## src/rtl/fetch_unit.sv

```systemverilog
// fetch_unit: sequential instruction fetch into a DEPTH-entry prefetch queue
// with redirect support, feeding decode through a valid/ready handshake.
`default_nettype none

module fetch_unit #(
    parameter int              XLEN     = 32,
    parameter int              DEPTH    = 4,
    parameter logic [XLEN-1:0] RESET_PC = '0
) (
    input  logic            clk,
    input  logic            reset,
    output logic [XLEN-1:0] imem_addr,
    input  logic [XLEN-1:0] imem_rdata,
    input  logic            redirect_valid,
    input  logic [XLEN-1:0] redirect_pc,
    output logic            id_valid,
    input  logic            id_ready,
    output logic [XLEN-1:0] id_instr,
    output logic [XLEN-1:0] id_pc,
    output logic [XLEN-1:0] id_pc_plus4,
    output logic            queue_full
);

    localparam int              PW    = $clog2(DEPTH);
    localparam logic [PW:0]     FULL  = (PW+1)'(DEPTH);
    localparam logic [XLEN-1:0] FOUR  = XLEN'(4);
    localparam logic [XLEN-1:0] ALIGN = ~XLEN'(3);

    logic [XLEN-1:0] fetch_pc;
    logic [PW-1:0]   head;
    logic [PW-1:0]   tail;
    logic [PW:0]     count;
    logic [XLEN-1:0] q_instr [DEPTH];
    logic [XLEN-1:0] q_pc    [DEPTH];

    logic push;
    logic pop;

    // id_valid already masks redirect, so pop never fires on a redirect edge.
    assign id_valid    = (count != '0) && !redirect_valid;
    assign pop         = id_valid && id_ready;
    assign push        = !redirect_valid && ((count < FULL) || pop);

    assign imem_addr   = fetch_pc;
    assign id_instr    = q_instr[head];
    assign id_pc       = q_pc[head];
    assign id_pc_plus4 = q_pc[head] + FOUR;
    assign queue_full  = (count == FULL);

    always_ff @(posedge clk or negedge reset) begin
        if (!reset) begin
            fetch_pc <= RESET_PC;
            head     <= '0;
            tail     <= '0;
            count    <= '0;
        end else if (redirect_valid) begin
            fetch_pc <= redirect_pc & ALIGN;
            head     <= '0;
            tail     <= '0;
            count    <= '0;
        end else begin
            if (push) begin
                fetch_pc <= fetch_pc + FOUR;
                tail     <= tail + 1'b1;
            end
            if (pop) begin
                head <= head + 1'b1;
            end
            case ({push, pop})
                2'b10:   count <= count + 1'b1;
                2'b01:   count <= count - 1'b1;
                default: count <= count;
            endcase
        end
    end

    // Queue storage carries no reset; validity is tracked by count alone.
    always_ff @(posedge clk) begin
        if (push) begin
            q_instr[tail] <= imem_rdata;
            q_pc[tail]    <= fetch_pc;
        end
    end

endmodule

`default_nettype wire

```

## config.mk

```make
export PLATFORM = sky130hd
export DESIGN_NAME = fetch_unit
export DESIGN_NICKNAME = d
export VERILOG_FILES = /design/src/rtl/fetch_unit.sv
export SDC_FILE = /design/constraint.sdc
export NUM_CORES = 1
export LEC_CHECK = 0
export ABC_AREA = 1
export BUFFER_PORTS_ARGS = -buffer_cell sky130_fd_sc_hd__buf_4
export CAP_MARGIN = 30
export CORE_ASPECT_RATIO = 1.4
export CORE_MARGIN = 4
export CORE_UTILIZATION = 60
export DETAILED_ROUTE_END_ITERATION = 16
export PLACE_DENSITY_LB_ADDON = 0.2
export SYNTH_ARGS = -nofsm -noshare
export SYNTH_HDL_FRONTEND = slang
export SYNTH_SLANG_ARGS = --single-unit
```

## constraint.sdc

```tcl
create_clock -name clk -period 8.85 [get_ports clk]
set_input_delay 1.77 -clock clk [delete_from_list [all_inputs] [get_ports clk]]
set_output_delay 1.77 -clock clk [all_outputs]
set_load 0.02 [all_outputs]
```

After elaboration in Yosys (flattened, before gate mapping)

Memories as Yosys holds them, arrays and structs flattened.
Cells that the tools add are included.

Flip-flop bits (word level): 39
Latch bits: 0
RAM bits: 256
ROM bits: 0
Bits of input ports: 68
Output and inout port bits: 130
Word-level logic and storage cells: 35
Memories: 2

$add $sub $neg: 6
Multiply operators: 0
Divide/modulo/power cells: 0
$lt $le $gt $ge: 1
Equality and inequality tests: 3
Shifts and indexed selects: 0
Muxes and demuxes: 10
Bitwise logic cells: 0
Reduce and logical (&&, ||, !) cells: 9

Memory list:

| memory  | words | bits a word | read ports | clocked after Yosys merged registers in | write ports | RTL line | RTL |
|---|---|---|---|---|---|---|---|
| q_instr | 4     | 32          | 1          | 0                                       | 1           | 33       | `logic [XLEN-1:0] q_instr [DEPTH];` |
| q_pc    | 4     | 32          | 1          | 0                                       | 1           | 34       | `logic [XLEN-1:0] q_pc [DEPTH];` |

Operator list:

| cell                                                                  | count |
|---|---|
| 32-bit by 3-bit adder with 32-bit output, second input constant       | 2 |
| 32-bit 2-to-1 mux                                                     | 2 |
| 2-bit 2-to-1 mux                                                      | 4 |
| 3-bit one-hot mux with 2 select lines                                 | 1 |
| 3-bit nonzero test                                                    | 2 |
| 2-bit by 1-bit adder with 2-bit output, second input constant         | 2 |
| 2-bit nonzero test                                                    | 2 |
| 3-bit by 1-bit adder with 3-bit output, second input constant         | 1 |
| 3-bit equality test, second input constant                            | 1 |
| 1-bit logical AND                                                     | 3 |
| 3-bit less-than comparator, second input constant                     | 1 |
| 3-bit 2-to-1 mux                                                      | 1 |
| 3-bit by 1-bit subtractor with 3-bit output, second input constant    | 1 |
| 2-bit by 1-bit equality test with 1-bit output, second input constant | 1 |
| 2-bit equality test, second input constant                            | 1 |
| 1-bit 2-to-1 mux                                                      | 2 |
| 1-bit zero test                                                       | 1 |
| 1-bit logical OR                                                      | 1 |

Longest topological paths before layout

Word-level depth: 8
Depth in mapped cells: 14
Gate-level depth less buffers: 13

Least setup slack after synthesis

No wires, ideal clock.

Path kind: input-to-reg
Start point: input id_ready
End point: memory q_instr[0][0] (enable)
Setup time: 0.482 ns
Arrival: 5.039 ns
Data required time: 8.368 ns
Setup slack: 3.329 ns
Cell stages on the path: 6
Cells stage by stage: inv_1 nand2_1 inv_1 nor2_2 inv_2 nor2_1

Cells in the longest elaborated chain, start to end: 5

RTL lines:

| item                                   | RTL line | RTL |
|---|---|---|
| start: declaration                     | 17       | `input logic id_ready,` |
| 1-bit logical AND                      | 41       | `assign pop = id_valid && id_ready;` |
| 1-bit logical OR                       | 42       | `assign push = !redirect_valid && ((count < FULL) \|\| pop);` |
| 1-bit logical AND                      | 42       |  |
| 1-bit 2-to-1 mux                       | 79       | `if (push) begin` |
| 1-bit 2-to-1 mux (not written as such) | 80       | `q_instr[tail] <= imem_rdata;` |
| end: declaration                       | 33       |  |

Every way passes these cells.

Final worst setup path

Start point: register head[0]
End point: output id_pc_plus4[27]

Cells in the longest elaborated chain, start to end: 2

RTL lines:

| item                                     | RTL line | RTL |
|---|---|---|
| start: declaration                       | 30       | `logic [PW-1:0] head;` |
| start signal: assignment                 | 67       | `head <= head + 1'b1;` |
| memory read 4 x 32 bit                   | --       |  |
| 32-bit by 3-bit adder with 32-bit output | 47       | `assign id_pc_plus4 = q_pc[head] + FOUR;` |
| end: declaration                         | 20       | `output logic [XLEN-1:0] id_pc_plus4,` |

Every way passes these cells.

==> impl_metrics.toml <==
[cells_and_area]
insertedDiodeCount = 0
drive_gt1_frac = 0.173
net_count_final = 1661
layout_area_overhead_pct = 18.2
most-common-layout-cells = "nand2_1 (446), edfxtp_1 (248), buf_4 (198), nor2_1 (163), nand3_1 (105)"
fin_area_um2 = 15900
commonest_non_fill_non_tap_cell_in_the_layout = "nand2_1"

[global_route]
antenna_found_initial = 0
global_route.usage.total = 0.276
overflow = 0
number_of_global_route_vias_before_repair = 10124
grt_start_max_net_pins = 87
first_pass_grt_wire_length_um = 53400

[clocking]
cts-root-to-sink-buffers = 3
clkSinkCount = 285
cts_tree = "yes"
clk_pin_slew_ns = 0.06
cts-htree-levels = 1
worst_skew_pair.late_latency_ns = 0.53
numCtsBuffers = 26
cts-root-buf = "clkbuf_16"
cts_post_setup_buffers_inserted = 0
hold_buffers = 0
cts.repair.resized = 0

[sta]
tns_ns = 0
fmaxAchievable_mhz = 169
final_critical_path_required_period_ns = 5.92
rsz0062_at_grt = "no"
hold_violations = 0
setup_viol = 0
maxSlewHeadroom = 0.334
period_share = 0.668
final-max-slew-violation-count = 0
timing_worst_slew_pin_value_ns = 0.992
timing.clock.skew_ns = 0.0131

[die]
die_h_um = 185
initial_utilization = 0.612
core_um2 = 21900
io-pin-count = 198
fp-row-count = 64
die-width_um = 134
area_of_the_die_um2 = 24900

[worst_setup_path]
worst_path_arrival_ns = 4.15
required_ns = 7.08
startpoint_type = "register"
path_class = "reg -> out"
worstSetupEndpointType = "output pin"
crit_path_max_fo = 77

[yosys]
syn_inst = 1412
synthesis.area_per_instance_um2 = 9.51
synth_register_bits = 285
post_synth_num_cell_types = 34
synth-warning-count = 0
netlist_area_um2 = 13400
synth-seq-area-share = 0.623

[routing]
drt_iter0_markers = 576
dr.pass1.iters = 5
antenna_violating_nets_post_route = 0
via_per_inst = 5.56
drc_errors = 0
route.vias.total = 10566
final_routed_wirelength_um = 34800
routed_wire_length_per_instance_um = 18.3

[pwr]
irDropWorstVdd_mv = 0.301
power_density_nw_per_um2 = 292
leakagePower_nw = 6.60

[hold_path]
hold_path_class = "reg -> reg"

[place]
routabilityCongestion = 0.974
io_buffer_count = 189
post_dp_cell_area_um2 = 15100
dpl_hpwl_um = 23500

[outcome]
outcome = "finished clean"

[flow_run]
maximum_capacitance_violations = 0
==> critical path: stages, from the launching register on <==
cell	delay (ns)
dfrtp_4	0.67
clkinv_2	0.61
buf_4	0.70
nand2_1	0.18
nand2_1	0.12
nand2_1	0.06
nand2_1	0.25
nand2_1	0.12
nor2_1	0.19
nand2_1	0.09
nor2_1	0.19
nand2_1	0.07
nand2_1	0.06
nand2_1	0.05
buf_4	0.15
==> area by class of cell <==
class	count	area, µm²
repair buffers	201	1550
clock inverters	14	96.3
clock buffers	33	698
fillers	1630	6070
flip-flops and latches	285	8380
well taps	297	372
inverters	102	384
multi-input cells	970	4390
==> per-layer routing <==
layer	vias to the layer above	GRT usage	part of all wire
li1	5095	-	-
met1	5004	0.326	0.37
met2	403	0.511	0.53
met3	64	0.0486	0.074
met4	0	0.0860	0.029
met5	-	0	0
==> sequential cells by signal, summed over array words and instances, names as in the netlist <==
register,count
head,2
imem_addr,30
count,3
q_instr,128
q_pc,120
tail,2
==> report_power, final <==
group	switching (mW)	leakage (nW)	total (mW)	internal (mW)
Clock	0.461	0.383	1.05	0.586
Sequential	0.146	2.71	1.82	1.67
Combinational	1.18	3.51	1.76	0.580
Total	1.79	6.60	4.63	2.84
==> logic make-up (layout without fill, tap and decap cells) <==
group | after synthesis | after routing | synth area share
flip-flops | 285 | 285 | 0.623
AND/OR/NAND/NOR | 780 | 780 | 0.238
adder cells (fa/ha/maj) | 7 | 7 | 0.00708
buffers and inverters | 163 | 350 | 0.0537
AO/OA/AOI/OAI | 159 | 159 | 0.0664
XOR/XNOR | 17 | 17 | 0.0111
other | 1 | 7 | 0.000279
==> cell usage after synthesis <==
cell type,number,area (µm²)
a31oi_1,4,25.0
nand3b_1,2,15.0
dfrtp_1,37,926
a21oi_1,6,30.0
inv_1,95,357
nand2_1,446,1670
edfxtp_1,248,7450
o32ai_1,1,8.76
o21bai_1,2,15.0
clkinv_1,1,3.75
nand4_1,16,100
ha_1,6,75.1
nor2_1,167,627
o221ai_1,2,17.5
o22ai_1,35,219
o211ai_1,3,22.5
nand2_2,11,68.8
fa_1,1,20.0
inv_2,6,22.5
o21ai_0,95,475
nor3_1,15,75.1
clkbuf_1,29,109
o21ai_1,2,10.0
conb_1,1,3.75
buf_2,15,75.1
buf_6,7,78.8
a22oi_1,6,45.0
o31ai_1,2,15.0
buf_4,10,75.1
a32oi_1,1,8.76
nor2_2,16,100
nand3_1,105,526
or2_2,2,12.5
xor2_1,17,149
==> path summary, 6_finish.rpt <==
check	from	endpoint	slack, ns	depth (start not counted)
min in group asynchronous	reset	imem_addr[12]$_DFFE_PN0N_	1.21	1
max in group asynchronous	reset	head[0]$_DFFE_PN0P_	7.24	1
max reg2reg	count[2]$_DFFE_PN0P_	q_instr[0][14]$_DFFE_PP_	5.47	6
min	count[2]$_DFFE_PN0P_	count[2]$_DFFE_PN0P_	0.62	2
min reg2reg	count[2]$_DFFE_PN0P_	count[2]$_DFFE_PN0P_	0.62	2
max	head[0]$_DFFE_PN0P_	id_pc_plus4[27]	2.93	14
==> stage by stage <==
stage / setup WS (ns) / total power, mW / hold slack [ns] / utilization / cells
global route: 2.60 / 4.88 / 0.646 / 0.723 / 1902
global placement: 3.60 / 3.57 / 0.602 / 0.684 / 1852
floorplan: 3.33 / 2.90 / 0.566 / - / 1418
finish: 2.93 / 4.63 / 0.622 / 0.723 / 1902
CTS: 2.94 / 4.65 / 0.625 / 0.723 / 1902
detailed placement: 3.50 / 3.61 / 0.613 / 0.687 / 1855
(Power assumes the default switching activity.)
